===== src/rtl/pipelined_csel_adder.sv =====
// Pipelined carry-select adder/subtractor, WIDTH bits in SEG-bit segments.
// Stage k resolves segment k by choosing between its two precomputed carry
// hypotheses using the carry registered by stage k-1. Operand segments not
// yet resolved ride along in skew registers; resolved segments travel forward.
// A single advance signal stalls the whole pipe when the consumer is not ready.
module pipelined_csel_adder #(
  parameter int WIDTH = 16,
  parameter int SEG   = 4
) (
  input  logic             CLK,
  input  logic             RST,
  input  logic             IN_VALID,
  output logic             IN_READY,
  input  logic [WIDTH-1:0] A,
  input  logic [WIDTH-1:0] B,
  input  logic             CI,
  input  logic             SUB,
  output logic             OUT_VALID,
  input  logic             OUT_READY,
  output logic [WIDTH-1:0] Y,
  output logic             CO,
  output logic             OV
);

  localparam int NSEG = WIDTH / SEG;

  // Operand skew registers; the last stage never needs raw operands again,
  // so only stages 0..NSEG-2 keep them.
  logic [WIDTH-1:0] a_r     [NSEG-1];
  logic [WIDTH-1:0] bx_r    [NSEG-1];
  // Partially resolved result, segment carry and valid for every stage.
  logic [WIDTH-1:0] y_r     [NSEG];
  logic             c_r     [NSEG];
  logic             valid_r [NSEG];
  logic             ov_r;

  // What each stage sees on its input side.
  logic [WIDTH-1:0] src_a_s  [NSEG];
  logic [WIDTH-1:0] src_bx_s [NSEG];
  logic [WIDTH-1:0] src_y_s  [NSEG];
  logic             src_c_s  [NSEG];
  logic             src_v_s  [NSEG];

  // Both carry hypotheses per segment and the selected one.
  logic [SEG:0]     sum0_s   [NSEG];
  logic [SEG:0]     sum1_s   [NSEG];
  logic [SEG:0]     sel_s    [NSEG];
  logic [WIDTH-1:0] nxt_y_s  [NSEG];
  logic             nxt_c_s  [NSEG];
  logic             nxt_ov_s;
  logic             adv_s;

  // The pipe moves whenever the output slot is empty or being taken.
  assign adv_s     = !valid_r[NSEG-1] || OUT_READY;
  assign IN_READY  = adv_s;
  assign OUT_VALID = valid_r[NSEG-1];
  assign Y         = y_r[NSEG-1];
  assign CO        = c_r[NSEG-1];
  assign OV        = ov_r;

  // Route inputs to each stage: stage 0 takes the pre-processed operand word.
  always_comb begin
    src_a_s[0]  = A;
    src_bx_s[0] = SUB ? ~B : B;
    src_c_s[0]  = SUB ? 1'b1 : CI;
    src_y_s[0]  = {WIDTH{1'b0}};
    src_v_s[0]  = IN_VALID;
    for (int k = 1; k < NSEG; k++) begin
      src_a_s[k]  = a_r[k-1];
      src_bx_s[k] = bx_r[k-1];
      src_c_s[k]  = c_r[k-1];
      src_y_s[k]  = y_r[k-1];
      src_v_s[k]  = valid_r[k-1];
    end
  end

  // Per-stage carry-select: form both hypotheses, pick by incoming carry.
  always_comb begin
    for (int k = 0; k < NSEG; k++) begin
      sum0_s[k] = {1'b0, src_a_s[k][k*SEG +: SEG]} + {1'b0, src_bx_s[k][k*SEG +: SEG]};
      sum1_s[k] = {1'b0, src_a_s[k][k*SEG +: SEG]} + {1'b0, src_bx_s[k][k*SEG +: SEG]}
                  + {{SEG{1'b0}}, 1'b1};
      if (src_c_s[k]) begin
        sel_s[k] = sum1_s[k];
      end else begin
        sel_s[k] = sum0_s[k];
      end
      nxt_y_s[k]                 = src_y_s[k];
      nxt_y_s[k][k*SEG +: SEG]   = sel_s[k][SEG-1:0];
      nxt_c_s[k]                 = sel_s[k][SEG];
    end
    // Carry into the MSB is recovered from the MSB's sum bit and operands.
    nxt_ov_s = nxt_c_s[NSEG-1] ^ (src_a_s[NSEG-1][WIDTH-1] ^ src_bx_s[NSEG-1][WIDTH-1]
                                  ^ nxt_y_s[NSEG-1][WIDTH-1]);
  end

  // Pipeline registers: clear on reset, load all stages together on advance, else hold.
  always_ff @(posedge CLK or posedge RST) begin
    if (RST) begin
      for (int k = 0; k < NSEG - 1; k++) begin
        a_r[k]  <= {WIDTH{1'b0}};
        bx_r[k] <= {WIDTH{1'b0}};
      end
      for (int k = 0; k < NSEG; k++) begin
        y_r[k]     <= {WIDTH{1'b0}};
        c_r[k]     <= 1'b0;
        valid_r[k] <= 1'b0;
      end
      ov_r <= 1'b0;
    end else if (adv_s) begin
      for (int k = 0; k < NSEG - 1; k++) begin
        a_r[k]  <= src_a_s[k];
        bx_r[k] <= src_bx_s[k];
      end
      for (int k = 0; k < NSEG; k++) begin
        y_r[k]     <= nxt_y_s[k];
        c_r[k]     <= nxt_c_s[k];
        valid_r[k] <= src_v_s[k];
      end
      ov_r <= nxt_ov_s;
    end
  end

endmodule


===== config.mk =====
export PLATFORM = sky130hd
export DESIGN_NAME = pipelined_csel_adder
export DESIGN_NICKNAME = d
export VERILOG_FILES = /design/src/rtl/pipelined_csel_adder.sv
export SDC_FILE = /design/constraint.sdc
export NUM_CORES = 1
export LEC_CHECK = 0
export BUFFER_PORTS_ARGS = -buffer_cell sky130_fd_sc_hd__clkbuf_2
export CORE_ASPECT_RATIO = 0.8
export CORE_MARGIN = 4
export CORE_UTILIZATION = 45
export CTS_CLUSTER_SIZE = 30
export DETAILED_ROUTE_END_ITERATION = 8
export GPL_TIMING_DRIVEN = 0
export PLACE_DENSITY = 0.65
export SETUP_SLACK_MARGIN = 0.2
export SYNTH_ARGS = -nofsm -noshare
export SYNTH_HDL_FRONTEND = slang
export SYNTH_SLANG_ARGS = --single-unit

===== constraint.sdc =====
create_clock -name CLK -period 4.7 [get_ports CLK]
set_clock_uncertainty 0.2 [all_clocks]
set_input_delay 1.175 -clock CLK [delete_from_list [all_inputs] [get_ports CLK]]
set_output_delay 1.175 -clock CLK [all_outputs]
set_load 0.01 [all_outputs]

==> metrics.txt <==
# TYPE chip_impl_metric gauge
chip_impl_metric{name="combinationalPowerShare",unit=""} 0.419
chip_impl_metric{name="die_height",unit="um"} 98.5
chip_impl_metric{name="timing.slew.headroom",unit=""} 0.591
chip_impl_metric{name="placer_congestion",unit=""} 0.756
chip_impl_metric{name="synth-seq-area-share",unit=""} 0.527
chip_impl_info{name="timing.rr.start",value="a_r[12]"} 1
chip_impl_metric{name="total_switching_power",unit="uW"} 1480
chip_impl_metric{name="numCtsBuffers",unit=""} 9
chip_impl_metric{name="achievable-frequency",unit="MHz"} 272
chip_impl_metric{name="post-route-drc-count",unit=""} 0
chip_impl_metric{name="ys_ff_latch",unit=""} 97
chip_impl_metric{name="track_usage",unit=""} 0.176
chip_impl_metric{name="timing.max_cap.violations",unit=""} 0
chip_impl_metric{name="num_vias",unit=""} 3438
chip_impl_metric{name="worst_ep_arrival_time",unit="ns"} 2.30
chip_impl_metric{name="drt_pre_antenna_iters",unit=""} 4
chip_impl_metric{name="slew_viol_final",unit=""} 0
chip_impl_metric{name="cell_internal_pwr",unit="uW"} 2360
chip_impl_metric{name="dpl.cell_count",unit=""} 694
chip_impl_metric{name="static-leakage-power",unit="uW"} 0.00277
chip_impl_metric{name="clock_path_buffers",unit=""} 2
chip_impl_info{name="path_class",value="input pin to primary output"} 1
chip_impl_info{name="setup.worst_path.end_class",value="primary output"} 1
chip_impl_metric{name="clk-insertion-delay-late",unit="ns"} 0.34
chip_impl_metric{name="final_period_minus_worst_setup_slack",unit="ns"} 3.68
chip_impl_metric{name="p_per_area",unit="nW/um^2"} 710
chip_impl_metric{name="timing.hold.ws",unit="ns"} 0.268
chip_impl_metric{name="nets",unit=""} 631
chip_impl_info{name="result_of_the_run",value="finished clean"} 1
chip_impl_metric{name="synth.distinct_cells",unit=""} 37
chip_impl_metric{name="final_design_area_no_fill",unit="um^2"} 5410
chip_impl_info{name="worst_hold_path_type",value="flop to flop"} 1
chip_impl_metric{name="drtAntennaViolNets",unit=""} 0
chip_impl_metric{name="hpwl",unit="mm"} 7.03
chip_impl_metric{name="synthesis.nets",unit=""} 563
chip_impl_info{name="yosysTopAreaCell",value="sky130_fd_sc_hd__dfrtp_1"} 1
chip_impl_metric{name="grt_first_pass_wirelength",unit="mm"} 16.6
chip_impl_info{name="worst_setup_path_start_kind",value="input pin"} 1
chip_impl_metric{name="core_area",unit="um^2"} 9810
chip_impl_info{name="clockRootBuffer",value="sky130_fd_sc_hd__clkbuf_16"} 1
chip_impl_metric{name="antennaDiodeCount",unit=""} 0
chip_impl_metric{name="clkTransAtPathRegs",unit="ns"} 0.06
chip_impl_metric{name="die_width",unit="um"} 121
chip_impl_metric{name="yosys.area.top_type_share",unit=""} 0.527
chip_impl_metric{name="timing.final.hold_violations",unit=""} 0
chip_impl_metric{name="cts.htree.levels",unit=""} 3
chip_impl_metric{name="setup_viol_count_final",unit=""} 0
chip_impl_metric{name="synthesis.instances",unit=""} 501
chip_impl_metric{name="row_count",unit=""} 32
chip_impl_metric{name="max-vdd-ir-drop",unit="uV"} 258
chip_impl_metric{name="grt_pass1_vias",unit=""} 3353
chip_impl_metric{name="pwr-share-clk",unit=""} 0.208
chip_impl_metric{name="routed_wirelength",unit="mm"} 9.73
chip_impl_metric{name="syn2layout_area_growth",unit="%"} 17.5
chip_impl_metric{name="layout_worst_path_cycle_share",unit=""} 0.782
chip_impl_metric{name="postSynthAreaPerCell",unit="um^2"} 9.19
chip_impl_metric{name="route.detailed.vias_per_inst",unit=""} 4.84
chip_impl_metric{name="global_route.overflow_total",unit=""} 0
chip_impl_info{name="hold_path_startpoint",value="a_r[43]"} 1
chip_impl_metric{name="final_design_utilization",unit=""} 0.551
chip_impl_metric{name="grt_start_max_net_pins",unit=""} 51
chip_impl_info{name="worstSetupStartpoint",value="OUT_READY"} 1
chip_impl_metric{name="initial_utilization",unit=""} 0.469
chip_impl_info{name="synth_ff_type",value="sky130_fd_sc_hd__dfrtp_1"} 1
chip_impl_metric{name="postSynth.asyncResetShare",unit=""} 1.00
chip_impl_metric{name="cts.repair_timing.setup_buffer_count",unit=""} 0
chip_impl_metric{name="wire_per_inst",unit="um"} 13.7
chip_impl_metric{name="switching_share",unit=""} 0.385
chip_impl_info{name="clock_tree_from_tritoncts",value="yes"} 1
chip_impl_metric{name="antenna_found_initial",unit=""} 0
chip_impl_metric{name="cts_resized",unit=""} 0
chip_impl_metric{name="cts_hold_buffers",unit=""} 0
chip_impl_metric{name="number_of_placed_i_o_pins",unit=""} 58
chip_impl_metric{name="synth-edff-count",unit=""} 0
chip_impl_metric{name="cp_max_fanout",unit=""} 10
chip_impl_metric{name="critical_path_required",unit="ns"} 3.32
chip_impl_metric{name="detail_route.iter0.violations",unit=""} 172
chip_impl_metric{name="numPortBuffers",unit=""} 56
chip_impl_metric{name="dpl_cell_area",unit="um^2"} 5080
chip_impl_metric{name="power.share.sequential",unit=""} 0.372
chip_impl_metric{name="worst_max_slew_pin_slew",unit="ns"} 0.614
chip_impl_metric{name="final_layout_size_suffix_gt1_frac",unit=""} 0.160
chip_impl_metric{name="yosysWarningCount",unit=""} 0
chip_impl_metric{name="synthesis.area",unit="um^2"} 4600
chip_impl_metric{name="design_power_total",unit="uW"} 3840
chip_impl_metric{name="fp.dieArea",unit="um^2"} 11900
chip_impl_info{name="synthTopCellsByArea",value="sky130_fd_sc_hd__dfrtp_1, sky130_fd_sc_hd__nand2_1, sky130_fd_sc_hd__ha_1"} 1
chip_impl_metric{name="count_of_clock_tree_sinks",unit=""} 97
chip_impl_metric{name="layoutNonFillerInstCount",unit=""} 710
chip_impl_info{name="unrepaired_setup_endpoints_after_global_routing",value="false"} 1
[flip-flops by register name, summed over array words and instances (netlist names)]
signal,flops
a_r,24
c_r,3
nxt_y_s,24
CO,1
Y,16
OUT_VALID,1
bx_r,24
OV,1
src_v_s,3
[logic make-up after synthesis]
logic type	after synthesis	synth area share
DFF	97	0.527
buffers and inverters	36	0.0321
adders and majority gates	24	0.0718
xor gates and xnor gates	33	0.0661
muxes	4	0.00979
AOI/OAI and AO/OA	60	0.0810
and+or+nand+nor	247	0.212
[cells in the mapped netlist, types with 4 or more instances]
master / number
sky130_fd_sc_hd__buf_2: 10
sky130_fd_sc_hd__ha_1: 20
sky130_fd_sc_hd__nand2_1: 215
sky130_fd_sc_hd__fa_1: 4
sky130_fd_sc_hd__nor3_1: 4
sky130_fd_sc_hd__buf_1: 7
sky130_fd_sc_hd__clkbuf_1: 10
sky130_fd_sc_hd__inv_1: 9
sky130_fd_sc_hd__dfrtp_1: 97
sky130_fd_sc_hd__a21o_1: 10
sky130_fd_sc_hd__a21oi_1: 16
sky130_fd_sc_hd__xnor2_1: 21
sky130_fd_sc_hd__o21ai_0: 23
sky130_fd_sc_hd__nor2_1: 13
sky130_fd_sc_hd__xor2_1: 10
[metal layers]
layer | part of all wire | track usage
met1 | 0.49 | 0.253
met2 | 0.45 | 0.267
met3 | 0.047 | 0.0442
met4 | 0.013 | 0.0470
met5 | 0 | 0
[metrics by stage]
step	setup slack (ns)	TNS (ns)
2_1_floorplan	0.791	0
3_3_place_gp	-0.319	-30.49
3_5_place_dp	1.04	0
4_1_cts	1.04	0
5_1_grt	0.967	0
6_report	1.02	0
[cell type report]
| class | instances | area [um^2] |
|---|---|---|
| tap | 136 | 170 |
| buffer | 27 | 114 |
| fill | 936 | 4400 |
| sequential | 97 | 2430 |
| inverter | 9 | 36.3 |
| multi-input combinational | 368 | 2030 |
| clock buffer | 9 | 225 |
| clock inverter | 7 | 101 |
| timing repair buffer | 57 | 308 |
[cell usage in the layout (no fill, tap or decap), types with 2 or more instances in the layout]
master,n
sky130_fd_sc_hd__a21o_1,10
sky130_fd_sc_hd__a21oi_1,16
sky130_fd_sc_hd__a41oi_1,3
sky130_fd_sc_hd__buf_1,7
sky130_fd_sc_hd__buf_2,10
sky130_fd_sc_hd__bufinv_16,2
sky130_fd_sc_hd__clkbuf_1,10
sky130_fd_sc_hd__clkbuf_16,9
sky130_fd_sc_hd__clkbuf_2,56
sky130_fd_sc_hd__dfrtp_1,97
sky130_fd_sc_hd__fa_1,4
sky130_fd_sc_hd__ha_1,20
sky130_fd_sc_hd__inv_1,8
sky130_fd_sc_hd__mux2i_1,3
sky130_fd_sc_hd__nand2_1,215
sky130_fd_sc_hd__nand3_1,3
sky130_fd_sc_hd__nand4_1,3
sky130_fd_sc_hd__nor2_1,13
sky130_fd_sc_hd__nor3_1,4
sky130_fd_sc_hd__nor4b_1,3
sky130_fd_sc_hd__o21ai_0,23
sky130_fd_sc_hd__xnor2_1,21
sky130_fd_sc_hd__xor2_1,10
[critical path, cell delays in order]
cell                       delay [ns]
sky130_fd_sc_hd__clkbuf_2        0.08
sky130_fd_sc_hd__nor2b_1         0.03
sky130_fd_sc_hd__buf_2           0.16
sky130_fd_sc_hd__inv_1           0.07
sky130_fd_sc_hd__buf_2           0.25
sky130_fd_sc_hd__buf_2           0.34
sky130_fd_sc_hd__clkbuf_2        0.19
[power groups by stage]
stage | combinational (uW) | clock, uW | sequential, uW
3_3_place_gp | 1550 | 0 | 1430
6_report | 1610 | 800 | 1430
2_1_floorplan | 1180 | 0 | 1430
5_1_grt | 1850 | 852 | 1470
3_5_place_dp | 1610 | 0 | 1450
4_1_cts | 1630 | 817 | 1430
[final timing paths]
| kind | end | slack, ns | cells past startpoint |
|---|---|---|---|
| min in group asynchronous | src_v_s[1] | 0.69 | 2 |
| worst max-delay path | IN_READY | 1.02 | 7 |
| max in group asynchronous | bx_r[25] | 2.96 | 3 |
| worst max register to register | CO | 2.08 | 10 |
| worst min-delay path | a_r[43] | 0.27 | 2 |
| worst min register to register | a_r[43] | 0.27 | 2 |
No activity file was read; power rests on OpenSTA's default activity.
